<file path="config.mk">
export PLATFORM = sky130hd
export DESIGN_NAME = complex_vec_chunk_feeder
export DESIGN_NICKNAME = d
export VERILOG_FILES = /design/src/rtl/complex_vec_chunk_feeder.sv
export SDC_FILE = /design/constraint.sdc
export NUM_CORES = 2
export LEC_CHECK = 0
export BUFFER_PORTS_ARGS = -buffer_cell sky130_fd_sc_hd__clkbuf_2
export CORE_MARGIN = 8
export CORE_UTILIZATION = 35
export DETAILED_ROUTE_END_ITERATION = 8
export PLACE_DENSITY = 0.53
export SYNTH_ARGS = -nofsm -noshare
export SYNTH_HDL_FRONTEND = slang
export SYNTH_SLANG_ARGS = --single-unit
</file>
<file path="constraint.sdc">
create_clock -name clk -period 19.5 [get_ports clk]
set_input_delay 3.9 -clock clk [delete_from_list [all_inputs] [get_ports clk]]
set_output_delay 3.9 -clock clk [all_outputs]
set_load 0.005 [all_outputs]
</file>
<file path="src/rtl/complex_vec_chunk_feeder.sv">
// complex_vec_chunk_feeder
// Holds two NOE-element complex vectors (first and second operand of
// result = second +/- first*constant) and, on start, streams them to the
// engine as NI-lane beats with a valid/ready handshake. Lanes past the end
// of the vectors in the final beat are driven as zero so every beat is a
// full NI-lane word. Lane 0 sits in the MSBs of each row.
module complex_vec_chunk_feeder #(
  parameter int NOE           = 16,
  parameter int NI            = 8,
  parameter int element_width = 64,
  parameter int AW            = 5
) (
  input  logic                        clk,
  input  logic                        reset,
  input  logic                        wr_en,
  input  logic                        wr_sel,
  input  logic [AW-1:0]               wr_addr,
  input  logic [element_width-1:0]    wr_data,
  input  logic                        start,
  input  logic                        op_in,
  input  logic [element_width-1:0]    constant_in,
  input  logic                        out_ready,
  output logic                        out_valid,
  output logic [element_width*NI-1:0] first_row_out,
  output logic [element_width*NI-1:0] second_row_out,
  output logic [element_width-1:0]    constant_out,
  output logic                        op_out,
  output logic                        last,
  output logic [AW-1:0]               beat_idx,
  output logic                        busy,
  output logic                        done
);

  localparam int NBEATS = (NOE + NI - 1) / NI;
  localparam int IW     = (NOE > 1) ? $clog2(NOE) : 1;
  localparam int ROW_W  = element_width * NI;

  typedef enum logic [1:0] {
    IDLE   = 2'd0,
    STREAM = 2'd1,
    DONE   = 2'd2
  } state_t;

  state_t state;

  // Element storage, packed so a whole vector can be handed to the chunk builder
  logic [NOE-1:0][element_width-1:0] first_mem;
  logic [NOE-1:0][element_width-1:0] second_mem;

  logic             wr_accept;
  int               load_beat;
  logic [ROW_W-1:0] next_first;
  logic [ROW_W-1:0] next_second;

  // Gather the NI elements of one beat; element beat*NI+j lands in lane j,
  // and lanes beyond the vector length stay zero.
  function automatic logic [ROW_W-1:0] build_chunk(
    input logic [NOE-1:0][element_width-1:0] mem,
    input int                                beat
  );
    logic [ROW_W-1:0] chunk;
    int               k;
    chunk = '0;
    for (int j = 0; j < NI; j++) begin
      k = beat * NI + j;
      if (k < NOE) begin
        chunk[element_width*(NI-j)-1 -: element_width] = mem[IW'(k)];
      end
    end
    return chunk;
  endfunction

  // A write lands only while idle, never on the start cycle, and only in range
  assign wr_accept = (state == IDLE) && wr_en && !start && (int'(wr_addr) < NOE);

  // Element write port; storage deliberately survives reset
  always_ff @(posedge clk) begin
    if (wr_accept) begin
      if (wr_sel) begin
        second_mem[wr_addr[IW-1:0]] <= wr_data;
      end else begin
        first_mem[wr_addr[IW-1:0]] <= wr_data;
      end
    end
  end

  // Select which beat gets loaded next: beat 0 from idle, otherwise the successor
  always_comb begin
    load_beat = 0;
    if (state == STREAM) begin
      load_beat = int'(beat_idx) + 1;
    end
    next_first  = build_chunk(first_mem, load_beat);
    next_second = build_chunk(second_mem, load_beat);
  end

  // Stream controller with registered beat outputs
  always_ff @(posedge clk) begin
    if (reset) begin
      state          <= IDLE;
      out_valid      <= 1'b0;
      last           <= 1'b0;
      busy           <= 1'b0;
      done           <= 1'b0;
      op_out         <= 1'b0;
      beat_idx       <= '0;
      first_row_out  <= '0;
      second_row_out <= '0;
      constant_out   <= '0;
    end else begin
      case (state)
        IDLE: begin
          done <= 1'b0;
          if (start) begin
            op_out         <= op_in;
            constant_out   <= constant_in;
            first_row_out  <= next_first;
            second_row_out <= next_second;
            beat_idx       <= '0;
            last           <= (load_beat == NBEATS - 1);
            out_valid      <= 1'b1;
            busy           <= 1'b1;
            state          <= STREAM;
          end
        end
        STREAM: begin
          if (out_valid && out_ready) begin
            if (last) begin
              out_valid <= 1'b0;
              last      <= 1'b0;
              busy      <= 1'b0;
              done      <= 1'b1;
              state     <= DONE;
            end else begin
              first_row_out  <= next_first;
              second_row_out <= next_second;
              beat_idx       <= AW'(load_beat);
              last           <= (load_beat == NBEATS - 1);
            end
          end
        end
        DONE: begin
          done  <= 1'b0;
          state <= IDLE;
        end
        default: begin
          state <= IDLE;
        end
      endcase
    end
  end

endmodule

</file>
==> impl_metrics.ini <==
[clocking]
clk_latency_ns = 0.89
clk_pin_slew_ns = 0.06
cts_setup_buffers = 0
cts_max_path_buffers = 4
clock_sinks = 3019
cts_htree_levels = 5
hold_buffers = 0
cts-buffers-inserted = 322
ctsResizeCount = 0
cts_tree = built
root_buffer = clkbuf_16

[power_and_ir_drop]
p_sw_uw = 3263
p_per_area_nw_per_um2 = 113.5
intPower_uw = 10880
p_sw_share_pct = 23.06
seqPwrFrac_pct = 50.2
clock_power_share_pct = 43.2
power.leakage_uw = 0.04366
ir_drop_mv = 0.08360
power_frac_comb_pct = 6.6

[logic_synthesis]
syn_nets = 5850
synth_cells = 5709
ys_seq_elements = 3019
synthesis.area_um2 = 103400
synth_cell_types = 34
ys_seq_area_share_pct = 77.07
synth.yosys.warnings = 0
avgSynthCellArea_um2 = 18.10

[worst_setup_path]
arrival_ns = 9.13
critical_path_class = input pin to register
path_cells = clkbuf_2 -> nand4b_1 -> a21o_1 -> nor4_2 -> buf_12 -> buf_4 -> buf_4 -> buf_4 -> buf_4 -> a32o_1
cp-end-kind = register
cpMostUsedCell = buf_4
start_kind = input pin
crit_family = buffers and inverters
path_buf_inv = 6
critPathRequiredTime_ns = 20.31
cpPeakStageDelay_ns = 0.79
path_max_fanout = 177
worst_path_max_delay_cell = buf_4

[final_layout]
final_area_um2 = 124600
final_nets = 7096
fin_util_pct = 42.43
final-seq-area_um2 = 79660
multi_input_area_um2 = 21960
syn_to_final_growth_pct = 20.60
drive_gt1_share_pct = 38.71
fillers = 26420

[floorplan]
die_area_um2 = 313000
rows = 199
core_um2 = 293800
initial_core_util_pct = 35.18
pin_count = 1238
dieHeight_um = 559.4
die_x_um = 559.4

[route]
num_vias = 60570
wire_per_inst_um = 29.78
antenna_left = 0
finalWirelength_mm = 332.7
dr.first_iter.drc_count = 6014
routed_via_density = 5.422
dr.pass1.iters = 6
drc = 0

[sta]
layout_setup_ws_ns = 11.18
slew_viol_final = 0
slew_headroom_pct = 18.88
max_freq_mhz = 120.2
finalSetupTns_ns = 0
final-hold-violation-count = 0
hold_ws_ns = 0.4560
worst_pin_slew_ns = 1.217
finalCriticalPeriod_ns = 8.319
fin_crit_sh_pct = 42.66
setup-violations-final = 0
rsz0062_at_grt = no
clock_skew_ns = 0.03690

[outcome]
outcome = finished, final reports clean

[run]
drv_cap = 0

[global_route]
antenna_found_initial = 39
grt_pass1_vias = 59240
track_usage_pct = 20.22
grt_pass1_wl_mm = 464.0
grt_max_degree = 178
grt_overflow = 0

[worst_hold_path]
hold_path.class = register to register

[placement]
gp_congestion = 0.8079
place_hpwl_mm = 203.1
dpl_cell_area_um2 = 113900
port_buffers = 1237
post-place-ws_ns = 10.46
placed cells by master, fill, tap and decap left out, drive strengths merged, types with 3 or more instances in the layout:
cell / count
a21oi: 73
a32o: 1024
buf: 154
bufinv: 23
clkbuf: 1693
clkinv: 98
clkinvlp: 5
dfxtp: 1099
diode: 23
edfxtp: 1920
inv: 15
mux2: 896
nand2: 146
nand2b: 7
nand3: 7
nand3b: 3
nor2: 30
nor3: 10
nor3b: 3
cell type report:
cell class / instances / share of cell area, %
diodes: 23 / 0.04617
repair buffers: 1389 / 5.952
well taps: 3919 / 3.934
clock buffers: 458 / 7.234
flip-flops and latches: 3019 / 63.91
inverters: 1 / 0.003011
multi-input cells: 2222 / 17.62
clock inverters: 140 / 1.309
final timing paths:
path,start,endpoint,slack [ns],depth (start not counted)
hold / removal,constant_out[41],constant_out[41],0.46,2
setup reg to reg,state[0],second_row_out[290],13.31,9
hold reg to reg,constant_out[41],constant_out[41],0.46,2
setup / recovery,out_ready,first_row_out[101],11.18,10
cells in the mapped netlist:
cell type	number	share of area (%)
a21o_1	2	0.015
or4_1	2	0.015
a32o_1	1024	9.9
nor3_1	10	0.048
a211oi_1	2	0.015
nor2_1	29	0.11
or3b_1	2	0.017
edfxtp_1	1920	56
nand2b_1	7	0.042
nand3b_1	3	0.022
o21ai_0	2	0.0097
clkbuf_1	251	0.91
nor2_2	1	0.0061
nand4_1	1	0.0061
nand2_1	146	0.53
nor4b_1	1	0.0085
and2_1	1	0.0061
nor3b_1	3	0.022
buf_1	47	0.17
ha_1	1	0.012
inv_1	1	0.0036
nand3_1	7	0.034
buf_4	6	0.044
buf_2	163	0.79
mux2i_1	2	0.019
mux2_2	896	9.8
or4b_1	1	0.0097
dfxtp_1	1099	21
nor2b_1	2	0.012
nor4_1	1	0.0061
a31o_2	1	0.0085
and3_1	1	0.0061
nand4b_1	1	0.0085
a21oi_1	73	0.35
worst min-delay path: stages (launching register included):
cell and delay (ns):
dfxtp_1 0.31, nand2_1 0.05, a21oi_1 0.05
per-layer routing:
layer	vias to the layer above	global-route usage [%]	share of wire, %
li1	25760	-	-
met1	31830	28.23	44
met2	2592	30.00	43
met3	385	7.463	11
met4	0	4.690	2.3
met5	-	0	0
power by group through the flow:
stage                     sequential, µW  combinational, µW  clock [µW]
final                               7100                929        6120
after global routing                7110                993        6490
after CTS                           7100                940        6250
after detailed placement            7240                938           0
after global placement              7230                928           0
after floorplan                     7190                437           0
sequential cells by signal, indices dropped and copies added, names as in the netlist:
| name | cells |
|---|---|
| first_mem | 960 |
| second_mem | 960 |
| first_row_out | 512 |
| second_row_out | 512 |
| constant_out | 64 |
| beat_idx | 5 |
| state | 2 |
| busy | 1 |
| done | 1 |
| last | 1 |
| op_out | 1 |
through the flow:
step | power (µW) | std cells
after floorplan | 7623 | 5709
after global placement | 8160 | 10550
after detailed placement | 8175 | 10550
after CTS | 14290 | 11150
after global routing | 14600 | 11150
final | 14150 | 11170
kinds of logic (layout without fill, tap and decap cells):
family,count (synthesis),count (layout),synth area share [%]
AO/OA/AOI/OAI,1104,1104,10.32
adder cells (fa/ha/maj),1,1,0.01210
buffers and inverters,468,1988,1.919
flip-flops,3019,3019,77.07
multiplexers,898,898,9.781
other,0,23,0
AND/OR/NAND/NOR,219,219,0.9043
No activity file was read; power rests on OpenSTA's default activity.
